## src/rtl/divider_par.sv

```systemverilog
`default_nettype none
// ============================================================================
// Module      : divider_par
// Description : Multi-cycle signed/unsigned integer divider. Operands are
//               captured one cycle after start, converted to magnitudes and
//               divided by restoring division (one shift cycle plus one
//               trial-subtract cycle per quotient bit). Signs are applied to
//               the final quotient/remainder on the completing edge.
// Revision    : 1.0 - initial release
// ============================================================================
module divider_par #(
    parameter int DIVIDEND_W = 8,
    parameter int DIVISOR_W  = 7
) (
    input  logic                  clk,
    input  logic                  reset,
    input  logic                  start,
    input  logic [DIVIDEND_W-1:0] dividendin,
    input  logic [DIVISOR_W-1:0]  divisorin,
    input  logic                  signedin,
    output logic [DIVIDEND_W-1:0] quotient,
    output logic [DIVISOR_W-1:0]  remainder,
    output logic                  valid,
    output logic                  busy,
    output logic                  error
);

    localparam int CNT_W = $clog2(2 * DIVIDEND_W);
    localparam logic [CNT_W-1:0] CNT_LAST = CNT_W'(2 * DIVIDEND_W - 1);

    typedef enum logic [1:0] {
        IDLE = 2'd0,
        LOAD = 2'd1,
        RUN  = 2'd2,
        DONE = 2'd3
    } state_t;

    state_t                  state_q;
    logic [CNT_W-1:0]        cnt_q;
    logic [DIVISOR_W:0]      rem_q;      // partial remainder, one guard bit
    logic [DIVIDEND_W-1:0]   dq_q;       // dividend bits shift out, quotient bits shift in
    logic [DIVISOR_W-1:0]    dvs_q;      // divisor magnitude
    logic                    qneg_q;     // quotient must be negated at the end
    logic                    rneg_q;     // remainder must be negated at the end
    logic                    dvs_zero_q; // divide-by-zero flag for this operation
    logic [DIVIDEND_W-1:0]   quotient_q;
    logic [DIVISOR_W-1:0]    remainder_q;
    logic                    valid_q;
    logic                    busy_q;
    logic                    error_q;

    logic                    dd_neg_d;
    logic                    dv_neg_d;
    logic [DIVIDEND_W-1:0]   dd_mag_d;
    logic [DIVISOR_W-1:0]    dv_mag_d;
    logic                    ge_d;
    logic [DIVISOR_W:0]      rem_b_d;
    logic [DIVIDEND_W-1:0]   qmag_d;
    logic [DIVISOR_W-1:0]    rmag_d;
    logic [DIVIDEND_W-1:0]   q_fin_d;
    logic [DIVISOR_W-1:0]    r_fin_d;

    assign quotient  = quotient_q;
    assign remainder = remainder_q;
    assign valid     = valid_q;
    assign busy      = busy_q;
    assign error     = error_q;

    // Operand magnitudes, trial subtraction and final sign fix-up
    always_comb begin
        dd_neg_d = signedin & dividendin[DIVIDEND_W-1];
        dv_neg_d = signedin & divisorin[DIVISOR_W-1];
        dd_mag_d = dd_neg_d ? (~dividendin + 1'b1) : dividendin;
        dv_mag_d = dv_neg_d ? (~divisorin + 1'b1) : divisorin;

        ge_d     = (rem_q >= {1'b0, dvs_q});
        rem_b_d  = ge_d ? (rem_q - {1'b0, dvs_q}) : rem_q;
        qmag_d   = {dq_q[DIVIDEND_W-1:1], ge_d};
        rmag_d   = rem_b_d[DIVISOR_W-1:0];

        // Most-negative / -1 simply wraps: magnitude 2^(W-1) reads back as itself
        if (dvs_zero_q) begin
            q_fin_d = '1;
            r_fin_d = '0;
        end else begin
            q_fin_d = qneg_q ? (~qmag_d + 1'b1) : qmag_d;
            r_fin_d = rneg_q ? (~rmag_d + 1'b1) : rmag_d;
        end
    end

    // Control FSM, datapath iteration and registered outputs
    always_ff @(posedge clk or negedge reset) begin
        if (!reset) begin
            state_q     <= IDLE;
            cnt_q       <= '0;
            rem_q       <= '0;
            dq_q        <= '0;
            dvs_q       <= '0;
            qneg_q      <= 1'b0;
            rneg_q      <= 1'b0;
            dvs_zero_q  <= 1'b0;
            quotient_q  <= '0;
            remainder_q <= '0;
            valid_q     <= 1'b0;
            busy_q      <= 1'b0;
            error_q     <= 1'b0;
        end else if (start) begin
            // A start in any state (including mid-operation) restarts from LOAD
            state_q <= LOAD;
            valid_q <= 1'b0;
            error_q <= 1'b0;
            busy_q  <= 1'b1;
        end else begin
            case (state_q)
                LOAD: begin
                    dq_q       <= dd_mag_d;
                    dvs_q      <= dv_mag_d;
                    rem_q      <= '0;
                    qneg_q     <= dd_neg_d ^ dv_neg_d;
                    rneg_q     <= dd_neg_d;
                    dvs_zero_q <= (divisorin == '0);
                    cnt_q      <= '0;
                    state_q    <= RUN;
                end
                RUN: begin
                    if (!cnt_q[0]) begin
                        // Shift the next dividend bit into the partial remainder
                        rem_q <= {rem_q[DIVISOR_W-1:0], dq_q[DIVIDEND_W-1]};
                        dq_q  <= {dq_q[DIVIDEND_W-2:0], 1'b0};
                    end else begin
                        // Trial subtract, keep the difference if non-negative
                        rem_q <= rem_b_d;
                        dq_q  <= qmag_d;
                    end
                    cnt_q <= cnt_q + 1'b1;
                    if (cnt_q == CNT_LAST) begin
                        state_q     <= DONE;
                        busy_q      <= 1'b0;
                        valid_q     <= 1'b1;
                        error_q     <= dvs_zero_q;
                        quotient_q  <= q_fin_d;
                        remainder_q <= r_fin_d;
                    end
                end
                default: begin
                    // IDLE and DONE hold everything until the next start
                end
            endcase
        end
    end

endmodule
`default_nettype wire

```

## config.mk

```make
export PLATFORM = sky130hd
export DESIGN_NAME = divider_par
export DESIGN_NICKNAME = d
export VERILOG_FILES = /design/src/rtl/divider_par.sv
export SDC_FILE = /design/constraint.sdc
export NUM_CORES = 1
export LEC_CHECK = 0
export CAP_MARGIN = 20
export CORE_ASPECT_RATIO = 0.75
export CORE_UTILIZATION = 55
export CTS_CLUSTER_DIAMETER = 150
export DETAILED_ROUTE_END_ITERATION = 7
export PLACE_DENSITY = 0.77
export SLEW_MARGIN = 10
export SYNTH_ARGS = -nofsm -noshare
export SYNTH_HDL_FRONTEND = slang
export SYNTH_SLANG_ARGS = --single-unit
```

## constraint.sdc

```tcl
create_clock -name clk -period 3.1 [get_ports clk]
set_input_delay 0.93 -clock clk [delete_from_list [all_inputs] [get_ports clk]]
set_output_delay 0.93 -clock clk [all_outputs]
set_load 0.02 [all_outputs]
```

Word level (Yosys, flattened, before mapping). Cells that the tools add are included.

Register bits: 50. Latch bits: 0. Bits in writable memories: 0. ROM bits: 0. Input port bits: 19. Logic and storage cells: 72. Memories: 0.

Add/subtract/negate cells: 6. $mul: 0. Div/mod/pow operators: 0. $lt $le $gt $ge: 1. Eq/ne operators: 6. Shift operators: 0. Multiplexer cells: 24. Bitwise logic cells: 8. Reductions and logical operators: 12.

Operator list (number): two-way mux 8 bit (6); one-hot mux 8 bit (2 select lines) (2); two-way mux 7 bit (3); adder 8 x 1 -> 8 bit (second input constant) (2); inverter 8 bit (2); adder 7 x 1 -> 7 bit (second input constant) (2); inverter 7 bit (2); two-way mux 1 bit (9); AND reduction 3 bit (3); >= comparator 8 x 7 -> 1 bit (1); one-hot mux 4 bit (2 select lines) (1); AND reduction 2 bit (4); subtractor 8 x 7 -> 8 bit (1); zero test 7 bit (1); inequality test 3 bit (second input constant) (2); nonzero test 2 bit (3); adder 4 x 1 -> 4 bit (second input constant) (1); equality test 4 bit (second input constant) (1); two-way mux 2 bit (2); one-hot mux 2 bit (2 select lines) (1); nonzero test 3 bit (1); AND 1 bit (2); equality test 2 x 1 -> 1 bit (second input constant) (1); equality test 2 bit (second input constant) (1); 3 further kinds (3).

Logic depth before layout (Yosys ltp). Gate-level depths: netlist of run 1.

Word-level depth: 6. Gate-level depth with buffers: 15. Depth with buffers taken out: 14.

Least setup slack after synthesis of run 1. No wires, ideal clock.

Kind: reg-to-reg. From: reg rem_q[0]. To: reg remainder_q[6], in the netlist remainder[6]. Library setup time: 121 ps. Data arrival time: 2697 ps. Required time: 2979 ps. Path slack: 282 ps. Stages on the path, launching flop included: 16. Path buffers: 1. Clock period less this slack: 2818 ps. Path through: dfrtp_1 -> inv_1 -> ha_1 -> inv_1 -> fa_1 -> nand3_1 -> nand2_1 -> a211o_1 -> buf_6 -> inv_4 -> mux2i_1 -> ha_1 -> nand2_1 -> o31ai_1 -> xnor2_1 -> a22o_1.

Word-level cells in the longest chain between the ends: 6. Elaborated cells on any way between the ends: 7. Those cells by class: add/sub (2); order compare (1); mux (3); bitwise (1).

RTL lines: start, declared (RTL line 40) `logic [DIVISOR_W:0] rem_q;`; start signal, assigned (RTL line 128) `rem_q <= {rem_q[DIVISOR_W-1:0], dq_q[DIVIDEND_W-1]};`; start signal, assigned (RTL line 132) `rem_q <= rem_b_d;`; subtractor 8 x 7 -> 8 bit or >= comparator 8 x 7 -> 1 bit (tied branches) (RTL line 77, 76); two-way mux 8 bit (*) (RTL line 77) `rem_b_d = ge_d ? (rem_q - {1'b0, dvs_q}) : rem_q;`; inverter 7 bit (RTL line 87) `r_fin_d = rneg_q ? (~rmag_d + 1'b1) : rmag_d;`; adder 7 x 1 -> 7 bit (RTL line 87); two-way mux 7 bit (*) (RTL line 87); two-way mux 7 bit (*) (RTL line 82) `if (dvs_zero_q) begin`; end signal, assigned (RTL line 142) `remainder_q <= r_fin_d;`; end, declared (RTL line 47) `logic [DIVISOR_W-1:0] remainder_q;`.

Every way passes the cells marked *; elsewhere a longest branch is shown, timed or not. The select of a mux whose other input is x is not followed. A chain may end at the register's enable or synchronous reset.

Worst setup path in the final report of run 1.
From: reg rem_q[0]. To: reg quotient_q[7], in the netlist quotient[7].

Word-level cells in the longest chain between the ends: 5.

RTL lines: >= comparator 8 x 7 -> 1 bit (RTL line 76) `ge_d = (rem_q >= {1'b0, dvs_q});`; inverter 8 bit (RTL line 86) `q_fin_d = qneg_q ? (~qmag_d + 1'b1) : qmag_d;`; adder 8 x 1 -> 8 bit (RTL line 86); two-way mux 8 bit (RTL line 86); two-way mux 8 bit (RTL line 82); end signal, assigned (RTL line 141) `quotient_q <= q_fin_d;`; end, declared (RTL line 46) `logic [DIVIDEND_W-1:0] quotient_q;`.

Every way passes these cells.

==> results, run 1 <==
- In the final layout, the share of cells above drive strength 1 is a little under a tenth.
- The vertical extent of the die is roughly 67 um.
- In this run the power density over the cells is slightly below 600 nW/um2.
- The antenna cell count is 0.
- The number of warnings reported in the yosys synthesis log is 0.
- The compound-cell area share of the yosys netlist is roughly a fifth.
- The maximum fanout along the worst path is 6.
- In this run the tool buffered the top-level ports with 36 buffer cells.
- After detailed routing, the number of vias per cell comes to around 5.5.
- The total count of hold-check failures in the final report was 0.
- The number of primary I/O pins is 37.
- Setup repair after global routing left no endpoint under its margin.
- The latest clock arrival within the worst-skew pair is roughly 0.3 ns.
- The die covers between 5000 and 6000 um2.
- The clock drives 50 sinks.
- The CTS root buffer is clkbuf_8.
- The post-detailed-route DRC marker count is 0.
- The total half-perimeter wirelength after legalization and detailed placement is 5015 um.
- At the end of routability-driven placement, the weighted congestion stood at between 0.9 and 1.
- The mean instance size in the synthesized netlist is about 8.6 um2.
- Data arrives at the worst endpoint at between 3 and 4 ns.
- The first-pass GRT wire length is ~11000 um.
- Once the clock tree was built, the setup fixing pass inserted 0 buffers.
- The die is roughly 90 um wide.
- The number of standard cells in the layout, taps in and fillers out is 473.
- The kind of end point of the critical path is a register.
- Wires add up to 6581 um.
- Global routing finished with a remaining overflow of 0.
- The number of synthesized register bits is 50.
- The fraction of the cycle the final worst path needs is 93.55%.
- The total CTS buffers is 5.
- The number of max-slew violations in the final report is 0.
- The worst-case clock skew is ~0.008 ns.
- The net count of the finished layout is 431.
- Entering global routing, the biggest net connects 30 pins.
- For this configuration, the core starts out at a cell density of between 50% and 60%.
- Summing every instance area after synthesis gives a little over 3000 um2.
- The flip-flop cell with the highest count after synthesis is dfrtp_1.
- The simple-gate share of the synthesized area is 17.69%.
- The routed layout has approximately 2600 vias.
- The total routing resource utilization after global routing is 24.29%.
- Multiplexer cells account for under 10% of the synthesized area.
- The layout overhead on the synthesized area is 19.03%.
- The summed negative setup slack over all endpoints is 0 ns.
- The cell with the largest stage delay on the worst path is dfrtp_1.
- The fraction of synthesis flops using an asynchronous set or reset pin is between 90% and 100%.
- The clock input transition at the sequential cells of the worst setup and hold paths is ~0.09 ns.
- The first detailed-routing pass took 4 iterations.
- By area, the combinational part of the netlist is dominated by compound AO/OA/AOI/OAI gates.
- The clock period could shrink to about 2.9 ns.
- Based on the critical path, the design can be clocked at up to roughly 0.34 GHz.
- At the worst endpoint, the required time is approximately 3.3 ns.
- Counting along the longest clock path gives a buffer depth of 2.
- The most frequent cell on the critical path is inv_1.
- Once detail routing completed, the nets flagged for antenna violations numbered 0.
- The CTS tree is built.
- The number of instances in the synthesized netlist is ~360.
- Of the synthesized area, sequential elements account for about two fifths.
- Across the run, the number of max-cap violations was 0.
- The class of the tightest hold or removal check is reg -> reg.
- The final count of negative-setup-slack endpoints is 0.
- The synthesized net count is around 400.
- The pin slew with the least headroom to its limit is around 0.63 ns.
- The synthesized netlist devotes about 7% of its cell area to XOR and XNOR gates.
- The violation count after the first detailed-route iteration is between 100 and 150.
- The number of rows created at floorplan is 23.
- The setup path with the least slack is of type reg -> reg.
- The number of gates resized after cts is 0.
- The signal on the critical path passes through inv_1 > ha_1 > inv_1 > fa_1 > nand3_1 > nand2_1 > a211o_4 > or3_4 > or3_1 > o31ai_2 > xor2_1 > a21oi_1.
- The leakage power figure is around 0.0016 uW.
- The average routed wire per standard cell is 13.91 um.
- IR analysis of the VDD net gives a maximum drop of 231.8 uV.
- The kind of launch point of the worst setup path is a register.
- The number of library cell types mapped by synthesis is between 40 and 50.
- The run finished with clean final reports.
- In this run, synthesis inferred 0 flip-flops with an integrated enable.
- The count of H-tree levels built during CTS is 2.
- The worst pin sits at a relative slew slack of roughly 58%.
- The number of instances in the placed design is between 400 and 500.
- The number of global-route vias before repair came to between 2000 and 2500.
- The layout has around 470 filler cells.
- The largest single stage delay on the critical path is a little over 0.4 ns.
- The initial antenna violation count is 0.
- The quantity of hold-fixing buffers added after cts is 0.
- After Yosys synthesis, full adders, half adders and majority gates account for around 6.3% of the synthesized area.
- The area inside the core boundary is 5381 um2.
[critical path, delay by kind of cell, from the launching register on]
| kind | cells | cell delay (ns) |
|---|---|---|
| fa+ha+maj | 2 | 0.54 |
| buf+inv | 2 | 0.14 |
| xor+xnor | 1 | 0.16 |
| flops | 1 | 0.41 |
| compound gates | 3 | 0.67 |
| simple gates | 4 | 0.86 |
[area by class of cell]
cell class                 instances  area [um2]  share of cell area, %
multi-input combinational        273        1724                  46.87
sequential                        50        1251                  34.01
timing repair buffer              46       430.4                  11.70
tap                               75       93.84                  2.551
inverter                          21       83.83                  2.279
clock buffer                       6       82.58                  2.245
clock inverter                     2       12.51                 0.3401
[sequential cells by signal, summed over array words and instances, names as in the netlist, 2 cells and up]
signal and flops:
dq_q 8, quotient 8, rem_q 8, dvs_q 7, remainder 7, cnt_q 4
state_q 2
[cells in the mapped netlist, drive strengths merged (2+ instances only)]
cell / number / area (um2)
nor3: 13 / 70.07
nor2: 34 / 127.6
o21ai: 42 / 210.2
or3: 3 / 25.03
a211oi: 2 / 20.02
buf: 4 / 25.02
dfrtp: 50 / 1251
nand2: 51 / 191.4
nand3: 6 / 30.03
mux2: 4 / 45.04
a31oi: 4 / 25.02
inv: 21 / 81.33
nor2b: 5 / 31.28
a22o: 9 / 78.83
xor2: 10 / 87.58
clkbuf: 10 / 37.54
a21o: 4 / 30.03
nand2b: 5 / 31.28
xnor2: 15 / 131.4
o21a: 2 / 15.01
o31ai: 6 / 50.05
ha: 14 / 175.2
nand4: 2 / 12.51
or2: 2 / 12.51
a21oi: 19 / 95.09
mux2i: 8 / 80.08
[layout by cell type (no fill, tap or decap), types with 2 or more instances in the layout]
cell,count
nor2b_1,5
mux2i_1,7
buf_4,10
inv_1,20
o21ai_1,2
clkbuf_8,6
clkdlybuf4s50_1,35
o31ai_2,2
a22o_1,9
a31oi_1,4
ha_1,13
nand2_1,51
dfrtp_1,50
o21a_1,2
nand4_1,2
a21oi_1,19
xnor2_1,15
or2_2,2
nand2b_1,5
xor2_1,10
mux2_2,4
a21o_1,4
nor2_1,34
nand3_1,6
o31ai_1,4
nor3_1,12
o21ai_0,40
[metrics by stage]
stage	cell area, um2	util [%]	hold WS, ns	worst slack (ns)	total power, uW
2_1_floorplan	3090	-	0.4498	0.2825	1490
3_3_place_gp	3552	66.01	0.4549	0.1679	1697
3_5_place_dp	3552	66.01	0.4663	0.07880	1713
4_1_cts	3647	67.77	0.4858	0.04728	2114
5_1_grt	3679	68.36	0.5238	0.0009130	2307
6_report	3679	68.36	0.4862	0.1998	2154
[cells by family after synthesis]
logic type,count (synthesis)
AND/OR/NAND/NOR,123
XOR/XNOR,25
multiplexers,12
flip-flops,50
adder cells (fa/ha/maj),15
AO/OA/AOI/OAI,98
buffers and inverters,35
[layer usage]
| layer | vias to the layer above | GRT usage [%] | share of wire, % |
|---|---|---|---|
| li1 | 1316 | - | - |
| met5 | - | 0 | 0 |
| met4 | 0 | 5.242 | 0.99 |
| met2 | 57 | 35.38 | 43 |
| met1 | 1202 | 36.96 | 52 |
| met3 | 8 | 4.461 | 4.3 |
[power by group]
part	total, uW	switching (uW)	internal, uW
sequential	871	124	747
clock	398	218	180
combinational	885	503	382
total	2150	846	1310
[final timing paths]
check | to | from | depth (start not counted) | slack [ns]
min in group asynchronous | remainder[5] | reset | 1 | 0.52
min | busy | busy | 1 | 0.49
max in group asynchronous | cnt_q[0] | reset | 2 | 2.01
min reg2reg | busy | busy | 1 | 0.49
max | quotient[7] | rem_q[0] | 12 | 0.20
max reg2reg | quotient[7] | rem_q[0] | 12 | 0.20
(Power assumes the default switching activity.)
==> run 2: changes to the inputs <==
--- a/config.mk
+++ b/config.mk
@@ -6,11 +6,14 @@
 export NUM_CORES = 1
 export LEC_CHECK = 0
 export CAP_MARGIN = 20
+export CELL_PAD_IN_SITES_DETAIL_PLACEMENT = 1
+export CELL_PAD_IN_SITES_GLOBAL_PLACEMENT = 1
 export CORE_ASPECT_RATIO = 0.75
-export CORE_UTILIZATION = 55
+export CORE_UTILIZATION = 42
 export CTS_CLUSTER_DIAMETER = 150
 export DETAILED_ROUTE_END_ITERATION = 7
 export PLACE_DENSITY = 0.77
+export RECOVER_POWER = 100
 export SLEW_MARGIN = 10
 export SYNTH_ARGS = -nofsm -noshare
 export SYNTH_HDL_FRONTEND = slang
==> results, run 2 (synthesis gave the netlist of run 1 again) <==
- The final count of negative-setup-slack endpoints is 0 (unchanged).
- The number of maximum-capacitance constraint violations is 0 (unchanged).
- The final net count is 435 (+0.93%).
- The number of standard cells in the layout, taps in and fillers out was 500 (+5.7%).
- The highest clock rate is 0.3309 GHz (-4.0%).
- The largest net degree at the start of global routing is 30 (unchanged).
- The kind of critical path is reg -> reg.
- The power per standard cell area was 625.9 nW/um2 (+6.9%).
- The kind of end point of the critical path is a register.
- The depth of the worst register-to-register path is 12 (unchanged).
- The area of the die is 7709 um2 (+30%).
- The clock input transition at the sequential cells of the worst setup and hold paths is 0.09 ns (about the same).
- The number of rows created at floorplan is 26 (+13%).
- The latest clock arrival within the worst-skew pair is 0.30 ns (about the same).
- The final RePlAce weighted congestion is 0.8823 (-5.8%).
- The number of primary I/O pins is 37 (unchanged).
- The routed wire length was 7925 um (+20%).
- The quantity of hold-fixing buffers added after cts is 0 (unchanged).
- The ratio of cells with drive above 1 in the final layout is 7.711% (-1.3 points).
- TritonCTS built the clock tree.
- The data required time of the critical path was 3.28 ns (about the same).
- The maximum number of buffers from clock root to sink is 2 (unchanged).
- The filler cell count in the final layout is 859 (+84%).
- The average routed wire per standard cell is 15.85 um (+14%).
- The worst register-to-register path begins at rem_q[0].
- The summed negative setup slack over all endpoints is 0 ns (unchanged).
- The data arrival at the endpoint of the critical path was 3.20 ns (+0.11 ns).
- The maximum fanout along the worst path was 7 (+1).
- Leaving out fill and tap cells, the most frequent cells in the layout are nand2_1 (50), dfrtp_1 (50), o21ai_0 (41), nor2_1 (34), inv_1 (20).
- The pin slew with the least headroom to its limit is 1.177 ns (+0.5443 ns).
- The vias per cell is 5.394 (-1.2%).
- The final critical path time including I/O delays and setup is 3.022 ns (+0.1217 ns).
- CTS placed an instance of clkbuf_8 at the clock tree root.
- The count of H-tree levels built during CTS is 2 (unchanged).
- The most numerous cell type found on the critical path is inv_1.
- The number of sinks on the clock net came to 50 (unchanged).
- The leakage power figure was 0.001686 uW (+3.4%).
- The antenna cell count is 0 (unchanged).
- The register area is 1251 um2 (unchanged).
- The initial antenna violation count is 0 (unchanged).
- The number of instances in the placed design is 491 (+5.6%).
- The width of the chip is 101.1 um (+14%).
- The number of detailed-routing iterations run before antenna repair is 4 (unchanged).
- The flop-to-flop setup slack is 0.08 ns (-0.12 ns).
- STA classifies the critical path startpoint as a register.
- The number of nets with antenna violations after detailed routing is 0 (unchanged).
- The vertical extent of the die is 76.29 um (+14%).
- The final setup slack of the worst path is 0.07816 ns (-0.1217 ns).
- The post-detailed-route DRC marker count is 0 (unchanged).
- The leftover overflow at the end of global routing is 0 (unchanged).
- The total count of hold-check failures in the final report is 0 (unchanged).
- On the critical path, the stage with the largest delay is an instance of dfrtp_1.
- The fraction of the cycle the final worst path needs is 97.48% (+3.9 points).
- The number of global-route vias before repair is 2759 (+18%).
- The summed area of non-filler cells in the final layout is 3756 um2 (+2.1%).
- The number of max-slew violations in the final report is 0 (unchanged).
- The min-delay analysis places its worst path in the category reg -> reg.
- The hold-critical path depth came to 2 (+1).
- The flow ran to the end, and the final reports show no timing, DRC or antenna violations.
- The maximum vdd drop came to 259.3 uV (+12%).
- The violation count after the first detailed-route iteration is 144 (+3.6%).
- The signal on the critical path passes through inv_1 > ha_1 > inv_1 > fa_2 > nand3_1 > nand2_2 > a211o_4 > or3_4 > or3_1 > o31ai_4 > xor2_1 > a21oi_1.
- The total number of vias is 2697 (+4.4%).
- The footprint of the multi-input gates came to 1722 um2 (-0.14%).
- The total routing resource utilization after global routing is 22.50% (-1.8 points).
- The path with the worst hold slack has its endpoint at quotient[2].
- The hold path startpoint is quotient[2].
- The total CTS buffers came to 5 (unchanged).
- The end of the worst register-to-register path is quotient[7].
- The worst-case clock skew is 0.008884 ns (+0.001069 ns).
- The area inside the core boundary is 6962 um2 (+29%).
- Compared with the post-synthesis result, the final layout area differs by 21.54%.
- The cell area reported after detailed placement came to 3603 um2 (+1.4%).
- The longest individual stage delay on the worst path is 0.40 ns (about the same).
- The worst relative slew slack is 21.53% (-36 points).
- The first-pass GRT wire length is 13660 um (+24%).
- The initial core utilization came to 44.39% (-13 points).
- The total half-perimeter wirelength after legalization and detailed placement is 6124 um (+22%).
- The quantity of I/O buffers inserted on ports is 36 (unchanged).
- The pre-CTS setup slack was 0.01763 ns (-0.06116 ns).
## run 2: area by class of cell
cell class / count / area share [%]
multi-input combinational: 273 / 45.84
sequential: 50 / 33.31
timing repair buffer: 50 / 11.63
tap: 98 / 3.265
clock buffer: 6 / 2.199
inverter: 21 / 2.165
clock inverter: 2 / 1.599
## run 2: worst max path at each step
stage	start	to	slack, ns	cells past startpoint
floorplan	rem_q[0]	remainder[6]	0.28	15
global placement	rem_q[0]	remainder[6]	0.20	14
detailed placement	rem_q[0]	remainder[6]	0.02	14
CTS	rem_q[0]	quotient[7]	0.002	12
global route	rem_q[0]	quotient[7]	-0.04	12
finish	rem_q[0]	quotient[7]	0.08	12
## run 2: power breakdown
group / internal [uW] / total, uW / switching (uW)
sequential: 746 / 877 / 131
clock: 344 / 562 / 218
combinational: 384 / 912 / 528
total: 1470 / 2350 / 876
## run 2: critical path, delay by kind of cell, from the launching register on
| kind | cells | cell delay (ns) |
|---|---|---|
| AO/OA/AOI/OAI | 3 | 0.73 |
| XOR/XNOR | 1 | 0.19 |
| adder cells (fa/ha/maj) | 2 | 0.53 |
| buffers and inverters | 2 | 0.14 |
| flip-flops | 1 | 0.40 |
| AND/OR/NAND/NOR | 4 | 0.92 |
## run 2: per-layer routing
metal | vias up | GRT usage [%] | wire, um
li1 | 1332 | - | -
met1 | 1303 | 33.45 | 4002
met2 | 58 | 34.76 | 3581
met3 | 4 | 3.578 | 306
met4 | 0 | 3.913 | 35
met5 | - | 0 | 0
## run 2: stage by stage
step                      util [%]  total power, uW  hold slack, ns
after floorplan                  -             1490          0.4498
after detailed placement     51.76             1778          0.4659
after CTS                    53.88             2354          0.4923
final                        53.95             2351          0.4837
after global placement       51.76             1740          0.4530
after global routing         53.95             2519          0.5291
## run 2: what timing repair did
item,in CTS,in global routing
pin swaps,0,2
buffers inserted,0,1
resized for setup,2,4
endpoints found under the setup margin,2,6
